**config.mk**
```make
export PLATFORM = sky130hd
export DESIGN_NAME = raw10_packer
export DESIGN_NICKNAME = d
export VERILOG_FILES = /design/src/rtl/raw10_packer_pkg.sv /design/src/rtl/raw10_expand.sv /design/src/rtl/raw10_packer.sv
export SDC_FILE = /design/constraint.sdc
export NUM_CORES = 1
export LEC_CHECK = 0
export ABC_AREA = 0
export CORE_MARGIN = 3
export CORE_UTILIZATION = 30
export DETAILED_ROUTE_END_ITERATION = 6
export PLACE_DENSITY_LB_ADDON = 0.15
export SKIP_CTS_REPAIR_TIMING = 1
export SYNTH_ARGS = -nofsm -noshare
export SYNTH_HDL_FRONTEND = slang
export SYNTH_HIERARCHICAL = 1
export SYNTH_SLANG_ARGS = --single-unit
```
**constraint.sdc**
```tcl
create_clock -name I_clk -period 5.8 [get_ports I_clk]
set_input_delay 1.16 -clock I_clk [delete_from_list [all_inputs] [get_ports I_clk]]
set_output_delay 1.16 -clock I_clk [all_outputs]
set_load 0.005 [all_outputs]
```
**src/rtl/raw10_packer_pkg.sv**
```systemverilog
// Shared constants, FSM encoding and pixel expansion helper for the RAW8 -> CSI RAW10 packer.
package raw10_packer_pkg;

    localparam int GroupWidth = 40;
    localparam int GroupBytes = 5;
    localparam int BufDepth   = 12;
    localparam int CountWidth = 4;

    typedef enum logic [1:0] {
        StRun,
        StFlush,
        StEnd
    } state_e;

    // 8-bit pixel to 10-bit with black level restored; 11-bit sum cannot wrap.
    function automatic logic [9:0] expand_pix(input logic [7:0] raw, input logic [9:0] black);
        logic [10:0] sum;
        sum = {1'b0, raw, 2'b00} + {1'b0, black};
        return sum[10] ? 10'h3ff : sum[9:0];
    endfunction

endpackage

```
**src/rtl/raw10_expand.sv**
```systemverilog
// Expands one 4-pixel RAW8 group to 10-bit and orders it as five CSI RAW10 bytes (first byte in MSBs).
module raw10_expand
    import raw10_packer_pkg::*;
(
    input  logic [31:0]           I_raw_data,
    input  logic [9:0]            I_black_level,
    output logic [GroupWidth-1:0] O_group_bytes
);

    logic [9:0] pix [4];

    always_comb begin
        for (int k = 0; k < 4; k++) begin
            pix[k] = expand_pix(I_raw_data[31-8*k -: 8], I_black_level);
        end
    end

    assign O_group_bytes = {pix[0][9:2], pix[1][9:2], pix[2][9:2], pix[3][9:2],
                            pix[3][1:0], pix[2][1:0], pix[1][1:0], pix[0][1:0]};

endmodule

```
**src/rtl/raw10_packer.sv**
```systemverilog
// RAW8 group to CSI RAW10 word packer: 12-byte FIFO byte buffer, line flush padding, frame framing.
module raw10_packer
    import raw10_packer_pkg::*;
#(
    parameter logic [7:0] P_PAD_BYTE = 8'h00
) (
    input  logic        I_clk,
    input  logic        I_rst_n,
    input  logic        I_raw8_frame_start,
    input  logic        I_raw8_frame_end,
    input  logic        I_raw8_valid,
    output logic        O_raw8_ready,
    input  logic [31:0] I_raw8_data,
    input  logic        I_raw8_line_end,
    input  logic [9:0]  I_camera_black_level,
    output logic        O_csi_frame_start,
    output logic        O_csi_frame_end,
    output logic        O_csi_valid,
    input  logic        I_csi_ready,
    output logic [31:0] O_csi_data
);

    state_e                state_q, state_d;
    logic [7:0]            buf_q [BufDepth];
    logic [7:0]            buf_d [BufDepth];
    logic [CountWidth-1:0] count_q, count_d;
    logic [31:0]           csi_data_q, csi_data_d;
    logic                  csi_valid_q, csi_valid_d;
    logic                  frame_start_q;
    logic                  frame_end_q, frame_end_d;
    logic [GroupWidth-1:0] group_bytes;
    logic                  accept, out_free, word_load, pad_load;
    int                    shift, keep;

    raw10_expand u_expand (
        .I_raw_data    (I_raw8_data),
        .I_black_level (I_camera_black_level),
        .O_group_bytes (group_bytes)
    );

    assign O_raw8_ready = (count_q <= CountWidth'(7)) && (state_q == StRun);
    assign accept       = I_raw8_valid && O_raw8_ready;
    assign out_free     = !csi_valid_q || I_csi_ready;
    assign word_load    = (count_q >= CountWidth'(4)) && out_free;
    // A short tail is only padded out once the line or frame has been closed.
    assign pad_load     = (state_q != StRun) && (count_q != '0) &&
                          (count_q < CountWidth'(4)) && out_free;

    always_comb begin
        shift = word_load ? 4 : (pad_load ? int'(count_q) : 0);
        keep  = int'(count_q) - shift;
        for (int i = 0; i < BufDepth; i++) begin
            buf_d[i] = (i + shift < BufDepth) ? buf_q[i + shift] : 8'h00;
            if (accept && (i >= keep) && (i < keep + GroupBytes)) begin
                buf_d[i] = group_bytes[8*(GroupBytes-1-(i-keep)) +: 8];
            end
        end
        count_d = CountWidth'(keep + (accept ? GroupBytes : 0));
        if (I_raw8_frame_start) begin
            for (int i = 0; i < BufDepth; i++) begin
                buf_d[i] = 8'h00;
            end
            count_d = '0;
        end
    end

    always_comb begin
        csi_data_d  = csi_data_q;
        csi_valid_d = csi_valid_q && !I_csi_ready;
        if (word_load) begin
            csi_data_d  = {buf_q[0], buf_q[1], buf_q[2], buf_q[3]};
            csi_valid_d = 1'b1;
        end else if (pad_load) begin
            for (int j = 0; j < 4; j++) begin
                csi_data_d[31-8*j -: 8] = (j < int'(count_q)) ? buf_q[j] : P_PAD_BYTE;
            end
            csi_valid_d = 1'b1;
        end
        if (I_raw8_frame_start) begin
            csi_data_d  = '0;
            csi_valid_d = 1'b0;
        end
    end

    always_comb begin
        state_d     = state_q;
        frame_end_d = 1'b0;
        unique case (state_q)
            StRun: begin
                if (I_raw8_frame_end) begin
                    state_d = StEnd;
                end else if (accept && I_raw8_line_end) begin
                    state_d = StFlush;
                end
            end
            StFlush: begin
                if (I_raw8_frame_end) begin
                    state_d = StEnd;
                end else if (count_q == '0) begin
                    state_d = StRun;
                end
            end
            StEnd: begin
                // Last word leaves the output register this cycle (or it is already empty).
                if ((count_q == '0) && out_free) begin
                    state_d     = StRun;
                    frame_end_d = 1'b1;
                end
            end
            default: state_d = StRun;
        endcase
        if (I_raw8_frame_start) begin
            state_d     = StRun;
            frame_end_d = 1'b0;
        end
    end

    always_ff @(posedge I_clk or negedge I_rst_n) begin
        if (!I_rst_n) begin
            state_q       <= StRun;
            count_q       <= '0;
            csi_data_q    <= '0;
            csi_valid_q   <= 1'b0;
            frame_start_q <= 1'b0;
            frame_end_q   <= 1'b0;
            for (int i = 0; i < BufDepth; i++) begin
                buf_q[i] <= 8'h00;
            end
        end else begin
            state_q       <= state_d;
            count_q       <= count_d;
            csi_data_q    <= csi_data_d;
            csi_valid_q   <= csi_valid_d;
            frame_start_q <= I_raw8_frame_start;
            frame_end_q   <= frame_end_d;
            for (int i = 0; i < BufDepth; i++) begin
                buf_q[i] <= buf_d[i];
            end
        end
    end

    assign O_csi_data        = csi_data_q;
    assign O_csi_valid       = csi_valid_q;
    assign O_csi_frame_start = frame_start_q;
    assign O_csi_frame_end   = frame_end_q;

endmodule

```
==> out/metrics.csv, run 1 <==
metric,value,unit
status,"finished, final reports clean",
ANT nets after route,0,
Placed Instance Area,16500,µm²
highest routed layer,met5,
Routed Wire Length,70000,µm
cell area after synthesis,14700,µm²
Worst Min Path Start,O_csi_data[17],
Fin Hold WS,0.474,ns
"Req. time, crit path",6.14,ns
most frequent cells in the layout,"nand2_1 (241), dfrtp_1 (137), nor2_1 (126), a21oi_1 (126), mux2i_1 (110)",
area grow syn2layout,16.4,%
DRT iter0 DRCs,2032,
DRC Markers,0,
Core Area,48100,µm²
CTS clock-pin slew for the worst setup and hold paths,0.07,ns
hpwl dp,55400,µm
"flops & latches, synth",137,
post-synthesis sequential area ratio,23.3,%
worst slew pin tran,1.08,ns
clk_lat worst skew,0.46,ns
yosys warns,6,
post-route design area,17200,µm²
critical path arrival,5.51,ns
Fmax,0.193,GHz
RR Endpoint,buf_q[53],
P per Cell Area,579,nW/µm²
Place WS,0.278,ns
pin count of the biggest net entering global routing,92,
Post-Syn Area per Cell,8.40,µm²
Final setup viols,0,
Cell Rows,80,
Worst Hold Depth,2,
"Async S/R FF share, synth",100,%
Synth cell types,85,
RR Startpoint,count_q[3],
CTS root buffer,clkbuf_16,
setup TNS,0,ns
Placer Congestion,1.03,
top_reg_cell synth,dfrtp_1,
Die Width,228,µm
M1 WL,29000,µm
GRT Residual Overflow,0,
"commonest non-fill, non-tap cell in the layout",nand2_1,
clock skew,0.0112,ns
CTS Sinks,137,
static leakage,6.97,nW
Startpoint Class,input port,
fin crit share,89.2,%
Initial Utilization,30.6,%
first-pass GRT wire length,102000,µm
max cap viols,0,
Max IR drop VDD,0.247,mV
I/O pin count,85,
post-synthesis cell count,1755,
CP Class,input port to register,
RSZ-0062 raised after global routing,false,
CTS buffer count,17,
First-pass DRT Iterations,6,
Post-synth EDFFs,0,
Worst R2R Setup Slack,1.20,ns
fin crit period,5.17,ns
Clock H-tree levels,4,
"Slew Viols, Final",0,
Routed met3 length,5150,µm
vias in the first global route,14500,
layout cells sized above 1,15.2,%
Hold WC Path Type,register to register,
DIE AREA,51800,µm²
DR vias,15400,
All-Layer GR Usage,26.8,%
initial antenna violation count,1,
Avg WL per Cell,28.1,µm
CTS tree,built,
slew margin rel.,27.0,%
final net count,1937,
Tot Pwr,0.00993,W
"Worst Setup Slack, final",0.628,ns
vias per cell,6.16,
Setup crit end kind,register,
Max Root-Sink Buffers,2,
R2R depth,15,
PortBufs,84,
Vert. Die Dim,228,µm
met2 wire length,31900,µm
WHS Endpoint,O_csi_data[17],
worst-path fanout max,10,
Final Hold Fails,0,
## worst max-delay path, cell delays in order
cell	delay (ns)
clkdlybuf4s50_1	0.50
nor2b_1	0.06
buf_4	0.15
nor3_4	0.25
ha_2	0.25
inv_1	0.07
fa_2	0.58
buf_4	0.15
ha_1	0.43
buf_4	0.23
nand2_1	0.06
o221ai_1	0.23
nor4_1	0.09
a2111oi_0	0.52
buf_4	0.21
nand3b_1	0.29
o32ai_1	0.28
## where the power goes
| part | internal, W | switching (W) |
|---|---|---|
| clock | 0.000678 | 0.000492 |
| sequential | 0.00114 | 0.000309 |
| combinational | 0.00256 | 0.00475 |
| total | 0.00437 | 0.00555 |
## stage by stage
step | util, % | cells
5_1_grt | 35.6 | 2490
6_report | 35.6 | 2491
4_1_cts | 35.6 | 2490
2_1_floorplan | - | 1759
3_3_place_gp | 34.4 | 2458
3_5_place_dp | 34.4 | 2458
## registers in the layout (all words and copies together) (netlist names)
signal	count
O_csi_data	32
O_csi_frame_end	1
O_csi_frame_start	1
O_csi_valid	1
buf_q	96
count_q	4
state_q	2
## final cells by class
class,count,area (µm²)
Antenna cell,1,2.50
Clock buffer,18,429
Clock inverter,14,173
Fill cell,5017,31000
Inverter,39,146
Multi-Input combinational cell,1459,10700
Sequential cell,137,3430
Tap cell,656,821
Timing Repair Buffer,167,1490
## cells by family after synthesis
group | Yosys count | share of synthesized area, %
and+or+nand+nor | 638 | 20.3
AOI/OAI and AO/OA | 508 | 24.0
muxes | 206 | 19.6
buffers and inverters | 163 | 4.61
DFF | 137 | 23.3
adders and majority gates | 67 | 5.94
xor gates and xnor gates | 34 | 2.17
other | 2 | 0.0510
## synth_stat cells, drive strengths merged (19+ instances only)
master	number	area share [%]
mux2	33	2.5
ha	62	5.3
and3	24	1.0
nand2b	23	1.1
nor2	127	3.3
nand2	241	6.1
o21ai	62	2.1
dfrtp	137	23
nand3	73	2.8
a211oi	21	1.1
nor3	63	2.2
clkbuf	74	1.9
a22oi	41	2.1
a21oi	132	4.6
a21o	19	0.97
mux4	63	9.6
mux2i	110	7.5
a31oi	28	1.2
nor2b	20	0.85
inv	36	0.92
buf	50	1.7
a22o	42	2.5
o22ai	41	1.7
xnor2	21	1.3
## worst max-delay path by stage
| stage | start | to | slack [ns] |
|---|---|---|---|
| finish | I_csi_ready | buf_q[53] | 0.63 |
| global route | I_csi_ready | buf_q[53] | 0.39 |
| CTS | I_csi_ready | buf_q[53] | 0.70 |
| detailed placement | I_csi_ready | buf_q[51] | 0.28 |
| global placement | I_csi_ready | buf_q[60] | 0.20 |
| floorplan | I_csi_ready | buf_q[88] | 0.008 |
## layer usage
metal	vias to the layer above	track usage, %
li1	6751	-
met1	7583	35.2
met2	838	43.2
met3	179	3.88
met4	2	13.5
met5	-	0
Power figures use the tool's default switching activity.
==> inputs of run 2 (changes only) <==
Settings changed: DONT_BUFFER_PORTS set to 1, MAX_ROUTING_LAYER set to met4, SYNTH_HIERARCHICAL 1 to unset.
==> out/metrics.csv, run 2 <==
metric,value,unit
status,"finished, final reports clean",
clock skew,0.0125,ns
Initial Utilization,30.7,%
Max IR drop VDD,0.265,mV
Max Root-Sink Buffers,2,
Place WS,0.576,ns
pin count of the biggest net entering global routing,138,
PortBufs,0,
Vert. Die Dim,218,µm
Placer Congestion,0.965,
vias per cell,6.05,
Internal Power,0.00401,W
"Worst Setup Slack, final",0.819,ns
setup TNS,0,ns
clock share of power,12.6,%
First-pass DRT Iterations,5,
"Req. time, crit path",6.16,ns
largest area contributor in the netlist,dfrtp_1,
cell area after synthesis,13400,µm²
layout cells sized above 1,8.19,%
clk_lat worst skew,0.45,ns
CTS buffer count,17,
CP Class,register to register,
static leakage,6.18,nW
Setup crit end kind,register,
DR vias,13200,
worst-path fanout max,10,
I/O pin count,85,
fin crit share,85.9,%
post-synthesis sequential area ratio,25.5,%
NetSw,0.00556,W
Tot Pwr,0.00957,W
P per Cell Area,646,nW/µm²
fraction of power spent switching nets,58.1,%
All-Layer GR Usage,25.9,%
ant diodes,0,
Cell Rows,76,
CTS clock-pin slew for the worst setup and hold paths,0.07,ns
Clock H-tree levels,4,
Final setup viols,0,
DRC Markers,0,
Post-synth EDFFs,0,
CTS Sinks,137,
post-synthesis cell count,1621,
footprint of the multi-input gates,9450,µm²
DRT iter0 DRCs,1386,
sequential power share,14.8,%
Post-Syn Area per Cell,8.28,µm²
DIE AREA,47300,µm²
Hold WC Path Type,input port to async pin,
slew margin rel.,20.0,%
Startpoint Class,register,
Commonest cells post-synth,"mux2i_1 (205), nand2_1 (162), nor2_1 (150), dfrtp_1 (137), a21oi_1 (105)",
"flops & latches, synth",137,
final net count,1704,
Final Hold Fails,0,
"commonest non-fill, non-tap cell in the layout",mux2i_1,
initial antenna violation count,0,
Logic pwr share,72.6,%
critical path arrival,5.34,ns
"Slew Viols, Final",0,
yosys warns,0,
Synth cell types,78,
max cap viols,0,
Reg with most FFs,buf_q,
top post-synthesis cells by area,"dfrtp_1 (26%), mux2i_1 (15%), ha_1 (5.8%)",
fill count,4576,
number of flip-flops in the largest register,96,
ANT nets after route,0,
vias in the first global route,12500,
most frequent cells in the layout,"mux2i_1 (205), nand2_1 (162), nor2_1 (149)",
"Async S/R FF share, synth",100,%
worst slew pin tran,1.20,ns
Register Area,3430,µm²
first-pass GRT wire length,88200,µm
fin crit period,4.98,ns
Core Area,43600,µm²
CTS tree,built,
Fin Hold WS,0.402,ns
hpwl dp,47700,µm
top_reg_cell synth,dfrtp_1,
CTS root buffer,clkbuf_16,
Fmax,0.201,GHz
RSZ-0062 raised after global routing,false,
Avg WL per Cell,27.8,µm
share of the synthesized area in the top cell type,25.5,%
Routed Wire Length,60800,µm
most frequent cell after synthesis,mux2i_1,
area grow syn2layout,10.3,%
GRT Residual Overflow,0,
Die Width,218,µm
run 2: changes by cell type in the layout (fill, tap and decap cells not counted), moves of 24 or more:
cell,change
mux2i_1,+95
nand2_1,-79
mux4_2,-51
nand3_1,-24
nor3_1,-24
o21ai_0,+28
clkdlybuf4s50_1,-82
buf_4,-28
a22oi_1,-26
a221oi_1,+24
run 2: area by class of cell:
type	count	share of cell area, %
timing repair buffer	54	2.82
multi-input combinational	1337	63.9
clock buffer	17	2.87
inverter	41	1.05
sequential	137	23.2
tap	585	4.95
clock inverter	13	1.29
run 2: kinds of logic after synthesis:
group | count (synthesis) | share of synthesized area, %
fa+ha+maj | 67 | 6.53
buf+inv | 151 | 4.47
other cells | 2 | 0.0560
simple gates | 498 | 17.0
xor+xnor | 33 | 2.29
mux | 227 | 18.1
flops | 137 | 25.5
compound gates | 506 | 25.9
run 2: through the flow:
step	util (%)	instances	cell area (µm²)
floorplan	-	1625	13500
global placement	32.5	2154	14200
detailed placement	32.5	2154	14200
CTS	33.9	2184	14800
global route	33.9	2184	14800
finish	33.9	2184	14800
run 2: power by group through the flow:
stage | logic (W) | registers [W] | clock network [W]
finish | 0.00694 | 0.00142 | 0.00121
global route | 0.00734 | 0.00143 | 0.00126
CTS | 0.00670 | 0.00141 | 0.00122
detailed placement | 0.00666 | 0.00143 | 0
global placement | 0.00675 | 0.00143 | 0
floorplan | 0.00431 | 0.00127 | 0
run 2: path summary, 6_finish.rpt:
kind	slack (ns)	from	end	depth (start not counted)
setup / recovery	0.82	count_q[3]	buf_q[39]	15
hold / removal	0.40	I_rst_n	O_csi_data[29]	0
setup reg to reg	0.82	count_q[3]	buf_q[39]	15
hold reg to reg	0.50	O_csi_data[4]	O_csi_data[4]	2
max in group asynchronous	5.21	I_rst_n	buf_q[22]	0
min in group I_clk	0.50	O_csi_data[4]	O_csi_data[4]	2
run 2: critical path, stage by stage, from the launching register on:
cell      delay [ns]
dfrtp_1         0.43
or2_1           0.34
nor4_4          0.27
ha_2            0.23
inv_1           0.05
fa_1            0.76
ha_1            0.48
nor3b_1         0.17
nand2_1         0.14
nand2_1         0.07
o211ai_1        0.11
a21oi_1         0.11
buf_4           0.18
a21oi_1         0.93
o211ai_1        0.43
o221ai_1        0.19
run 2: routing by layer:
metal,up-vias,track usage [%],wire length (µm)
li1,6056,-,-
met1,6417,35.1,27300
met2,659,40.4,27400
met3,77,4.14,4510
met4,0,6.83,1520
met5,-,-,0
